### config.mk
export PLATFORM = sky130hd
export DESIGN_NAME = data_ram_arbiter
export DESIGN_NICKNAME = d
export VERILOG_FILES = /design/src/rtl/data_ram_arbiter.sv
export SDC_FILE = /design/constraint.sdc
export NUM_CORES = 1
export LEC_CHECK = 0
export ABC_AREA = 1
export ABC_CLOCK_PERIOD_IN_PS = 1600
export CAP_MARGIN = 30
export CORE_ASPECT_RATIO = 0.75
export CORE_MARGIN = 3
export CORE_UTILIZATION = 33
export DETAILED_ROUTE_END_ITERATION = 8
export PLACE_DENSITY = 0.72
export SLEW_MARGIN = 20
export SYNTH_ARGS = -nofsm -noshare
export SYNTH_HDL_FRONTEND = slang
export SYNTH_SLANG_ARGS = --single-unit
### constraint.sdc
create_clock -name clk -period 1.6 [get_ports clk]
set_input_delay 0.24 -clock clk [delete_from_list [all_inputs] [get_ports clk]]
set_output_delay 0.24 -clock clk [all_outputs]
set_load 0.05 [all_outputs]
### src/rtl/data_ram_arbiter.sv
// Two-port round-robin arbiter and access sequencer in front of the single-port data RAM.
// Port 0 is the CPU load/store stage, port 1 the debug/DMA loader. Each accepted request
// becomes one RAM access (ACCESS cycle) followed by a one-cycle response strobe (RESP).
module data_ram_arbiter #(
    parameter int unsigned ADDRESS_SIZE   = 32,
    parameter int unsigned DATA_SIZE      = 32,
    parameter int unsigned TOTAL_RAM_SIZE = 256
) (
    input  logic                    clk,
    input  logic                    rst_n,

    input  logic                    req0_valid,
    input  logic                    req0_we,
    input  logic [ADDRESS_SIZE-1:0] req0_addr,
    input  logic [DATA_SIZE-1:0]    req0_wdata,
    output logic                    req0_ready,
    output logic                    resp0_valid,
    output logic [DATA_SIZE-1:0]    resp0_rdata,
    output logic                    resp0_err,

    input  logic                    req1_valid,
    input  logic                    req1_we,
    input  logic [ADDRESS_SIZE-1:0] req1_addr,
    input  logic [DATA_SIZE-1:0]    req1_wdata,
    output logic                    req1_ready,
    output logic                    resp1_valid,
    output logic [DATA_SIZE-1:0]    resp1_rdata,
    output logic                    resp1_err,

    output logic [ADDRESS_SIZE-1:0] ram_addr,
    output logic [DATA_SIZE-1:0]    ram_wdata,
    output logic                    ram_w_enable,
    input  logic [DATA_SIZE-1:0]    ram_rdata
);

    typedef enum logic [1:0] {StIdle, StAccess, StResp} state_e;

    // One extra bit so the limit is representable even when it equals 2**ADDRESS_SIZE.
    localparam logic [ADDRESS_SIZE:0] RamLimit = (ADDRESS_SIZE + 1)'(TOTAL_RAM_SIZE);

    state_e                  state_q, state_d;
    logic                    ptr_q, ptr_d;      // port that wins when both are valid
    logic                    owner_q, owner_d;  // port being served
    logic                    we_q, we_d;
    logic [ADDRESS_SIZE-1:0] addr_q, addr_d;
    logic [DATA_SIZE-1:0]    wdata_q, wdata_d;
    logic [DATA_SIZE-1:0]    rdata_q, rdata_d;

    logic grant0, grant1, in_range;

    assign in_range = ({1'b0, addr_q} < RamLimit);

    // Combinational winner selection; only meaningful while idle.
    always_comb begin
        grant0 = (state_q == StIdle) && req0_valid && (!req1_valid || !ptr_q);
        grant1 = (state_q == StIdle) && req1_valid && (!req0_valid ||  ptr_q);
    end

    // State and latched request/response registers.
    always_ff @(posedge clk or negedge rst_n) begin
        if (!rst_n) begin
            state_q <= StIdle;
            ptr_q   <= 1'b0;
            owner_q <= 1'b0;
            we_q    <= 1'b0;
            addr_q  <= '0;
            wdata_q <= '0;
            rdata_q <= '0;
        end else begin
            state_q <= state_d;
            ptr_q   <= ptr_d;
            owner_q <= owner_d;
            we_q    <= we_d;
            addr_q  <= addr_d;
            wdata_q <= wdata_d;
            rdata_q <= rdata_d;
        end
    end

    // Next-state: accept a winner in IDLE, capture read data at the end of ACCESS.
    always_comb begin
        state_d = state_q;
        ptr_d   = ptr_q;
        owner_d = owner_q;
        we_d    = we_q;
        addr_d  = addr_q;
        wdata_d = wdata_q;
        rdata_d = rdata_q;
        unique case (state_q)
            StIdle: begin
                if (grant0 || grant1) begin
                    owner_d = grant1;
                    we_d    = grant1 ? req1_we    : req0_we;
                    addr_d  = grant1 ? req1_addr  : req0_addr;
                    wdata_d = grant1 ? req1_wdata : req0_wdata;
                    // Priority moves to the port that just lost (or was absent).
                    ptr_d   = ~grant1;
                    state_d = StAccess;
                end
            end
            StAccess: begin
                rdata_d = (!we_q && in_range) ? ram_rdata : '0;
                state_d = StResp;
            end
            StResp: begin
                state_d = StIdle;
            end
            default: begin
                state_d = StIdle;
            end
        endcase
    end

    // Outputs: RAM drive only in ACCESS, response strobe only in RESP.
    always_comb begin
        req0_ready   = grant0 && rst_n;
        req1_ready   = grant1 && rst_n;
        resp0_valid  = 1'b0;
        resp1_valid  = 1'b0;
        resp0_rdata  = '0;
        resp1_rdata  = '0;
        resp0_err    = 1'b0;
        resp1_err    = 1'b0;
        ram_addr     = '0;
        ram_wdata    = '0;
        ram_w_enable = 1'b0;
        unique case (state_q)
            StAccess: begin
                ram_addr     = in_range ? addr_q : '0;
                ram_wdata    = wdata_q;
                ram_w_enable = we_q && in_range;
            end
            StResp: begin
                if (owner_q) begin
                    resp1_valid = 1'b1;
                    resp1_rdata = rdata_q;
                    resp1_err   = !in_range;
                end else begin
                    resp0_valid = 1'b1;
                    resp0_rdata = rdata_q;
                    resp0_err   = !in_range;
                end
            end
            default: begin
            end
        endcase
    end

endmodule
==> impl_metrics.json <==
{
  "leakage_nw": 5.54,
  "dieArea_um2": 19100,
  "total_power_w": 0.0190,
  "reg2reg_from": "state_q[0]$_DFFE_PN0P_",
  "maxSlewHeadroom_pct": 62.1,
  "synth_cell_type_count": 21,
  "worstHoldEndpoint": "wdata_q[29]$_DFFE_PN0P_",
  "cts.clk_slew.worst_paths_ns": 0.07,
  "avgRoutedWirePerCell_um": 17.9,
  "period_needed_ns": 2.00,
  "swShare_pct": 44.6,
  "fin_ws_ns": -0.401,
  "finalCritPeriodShare_pct": 125,
  "portBuffers": 276,
  "hp-start": "req1_wdata[29]",
  "synth_edf_count": 0,
  "worst_pin_slew_ns": 0.569,
  "reg2reg_setup_slack_ns": -0.25,
  "pwr-share-comb_pct": 66.3,
  "timing_hold_violations_final": 0,
  "grt_pass1_vias": 6316,
  "highest_layer": "met4",
  "syn_area_per_cell_um2": 7.12,
  "die_height_um": 120,
  "required_ns": 1.36,
  "layout_common_cells": "nand2_1 (190), clkdlybuf4s50_1 (164), buf_12 (140), nor2_4 (131), inv_1 (102)",
  "setup_viol": 185,
  "cts.sinks": 101,
  "gp_congestion": 0.853,
  "end_kind": "output port",
  "clkPwrFrac_pct": 11.8,
  "mostFrequentLayoutCell": "nand2_1",
  "antenna_left": 0,
  "grt-ovfl-total": 0,
  "synthCells": 810,
  "critical_path.max_fanout": 10,
  "final_nets": 1303,
  "ir_drop_v": 0.000750,
  "timing.fmax_ghz": 0.500,
  "outcome": "finished, violations left",
  "crit_type": "reg -> out",
  "worstSetupStartpointType": "register",
  "antenna_found_initial": 1,
  "cts_buffer_depth": 2,
  "maxCapViolCount": 0,
  "cts_max_level": 3,
  "switching_power_w": 0.00847,
  "violations": "negative setup slack",
  "vias": 6512,
  "cpMaxStageDelayCell": "dfrtp_1",
  "tritoncts": "built",
  "ys_seq_area_share_pct": 43.8,
  "syn_area_um2": 5760,
  "syn2layout_area_growth_pct": 121,
  "dp_hpwl_um": 15300,
  "wl_um": 24700,
  "cts-root-buf": "clkbuf_16",
  "row_count": 41,
  "drc": 0,
  "slowest_delay_ns": 0.40,
  "tns_ns": -45.92,
  "p_per_area_nw_per_um2": 1490,
  "crit_chain": "buf_6 -> inv_4 -> nor2_4 -> buf_4 -> buf_4 -> nand2_1 -> nor2_4 -> buf_12",
  "ff2ff_path_depth": 11,
  "final_layout_size_suffix_gt1_share_pct": 41.5,
  "wl_met3_um": 1520,
  "maxSlewViolCount": 0,
  "worstHoldPathType": "in -> reg",
  "viasPerCell": 4.73,
  "coreArea_um2": 17000,
  "num_io_pins": 301,
  "seq_power_share_pct": 21.9,
  "wl_met1_um": 10200,
  "drtIter0Drc": 335,
  "die_w_um": 159,
  "synthArstFlopShare_pct": 100,
  "synth-seq-cells": 101,
  "numCtsBuffers": 9,
  "grt_pass1_wl_um": 34400,
  "p_int_w": 0.0105,
  "grt_start_max_net_pins": 102,
  "wl_met2_um": 12300,
  "synth_warnings": 0,
  "worstSkewPairLatency_ns": 0.35,
  "r2r_end": "wdata_q[28]$_DFFE_PN0P_",
  "rsz0062_at_grt": "yes",
  "track_usage_pct": 23.3,
  "hold_path_depth": 3,
  "firstDrtPassIters": 4,
  "start_util_pct": 33.9,
  "ys.flop_type": "dfrtp_1",
  "finalClockSkew_ns": 0.00645,
  "worstPathArrival_ns": 1.76
}
-- worst max-delay path, delay by kind of cell, from the launching register on --
family                 cells  cell delay (ns)
buffers and inverters      5             0.59
DFF                        1             0.40
and+or+nand+nor            3             0.42
-- stage by stage --
| stage | hold slack, ns | setup WS [ns] | cells | cell area [um^2] | util (%) |
|---|---|---|---|---|---|
| CTS | 0.423 | -0.421 | 1355 | 11900 | 69.9 |
| detailed placement | 0.378 | -0.128 | 1316 | 10700 | 62.8 |
| finish | 0.437 | -0.401 | 1378 | 12700 | 75.0 |
| global route | 0.439 | -0.516 | 1378 | 12700 | 75.0 |
| global placement | 0.381 | -0.127 | 1316 | 10700 | 62.8 |
| floorplan | -0.0556 | -0.217 | 833 | 6530 | - |
-- state kept, by name, indices dropped and copies added, names as in the netlist --
register  count
ptr_q         1
we_q          1
wdata_q      32
owner_q       1
rdata_q      32
state_q       2
addr_q       32
-- final cells by class --
type / count / area (um^2)
diodes: 1 / 2.50
clock buffers: 10 / 229
clock inverters: 5 / 61.3
fillers: 1160 / 4250
inverters: 112 / 467
multi-input cells: 549 / 3830
flip-flops and latches: 101 / 2530
well taps: 236 / 295
repair buffers: 364 / 5320
-- how the worst max path moves through the flow --
stage | startpoint | to | slack [ns] | cells past startpoint
finish | state_q[0]$_DFFE_PN0P_ | ram_addr[1] | -0.40 | 8
global route | state_q[0]$_DFFE_PN0P_ | ram_addr[1] | -0.52 | 8
CTS | addr_q[31]$_DFFE_PN0P_ | ram_addr[1] | -0.42 | 9
detailed placement | addr_q[31]$_DFFE_PN0P_ | ram_addr[1] | -0.13 | 9
global placement | addr_q[31]$_DFFE_PN0P_ | ram_addr[1] | -0.13 | 9
floorplan | state_q[1]$_DFFE_PN0P_ | ram_wdata[10] | -0.22 | 5
-- layer usage --
| layer | up-vias | track usage, % |
|---|---|---|
| met5 | - | 0 |
| met4 | 0 | 5.96 |
| met3 | 46 | 5.33 |
| met2 | 250 | 38.9 |
| met1 | 3163 | 30.6 |
| li1 | 3053 | - |
-- power by group through the flow --
stage	clock network, W	logic, W	registers, W
6_report	0.00224	0.0126	0.00415
5_1_grt	0.00238	0.0133	0.00427
4_1_cts	0.00228	0.0107	0.00389
3_5_place_dp	0	0.00840	0.00390
3_3_place_gp	0	0.00826	0.00388
2_1_floorplan	0	0.00513	0.00379
-- kinds of logic (layout without fill, tap and decap cells) --
group                  count (synthesis)  after routing  share of synthesized area [%]
AO/OA/AOI/OAI                         41             41                           5.84
AND/OR/NAND/NOR                      484            484                           34.5
flip-flops                           101            101                           43.8
other                                  1             25                         0.0651
buffers and inverters                183            491                           15.8
-- synth_stat cells (2+ instances only) --
library cell / count / area share [%]
buf_12: 2 / 0.69
inv_2: 2 / 0.13
nand3_1: 48 / 4.2
buf_4: 31 / 4.0
o21ai_0: 2 / 0.17
nor2_1: 182 / 12
nand2_2: 11 / 1.2
buf_6: 6 / 1.2
clkbuf_1: 11 / 0.72
nand2_1: 228 / 15
dfrtp_1: 101 / 44
o211ai_2: 13 / 2.8
a31oi_1: 25 / 2.7
buf_2: 21 / 1.8
nand3_2: 12 / 2.1
nor2_2: 2 / 0.22
inv_1: 109 / 7.1
-- repair_timing --
action | 4_1_cts | 5_1_grt
buffers inserted | 13 | 21
hold endpoints to repair | 13 | 0
cloned | 11 | 9
resized for setup | 140 | 170
pin swaps | 16 | 31
endpoints found under the setup margin | 147 | 211
hold buffers | 1 | 0
(Power assumes the default switching activity.)
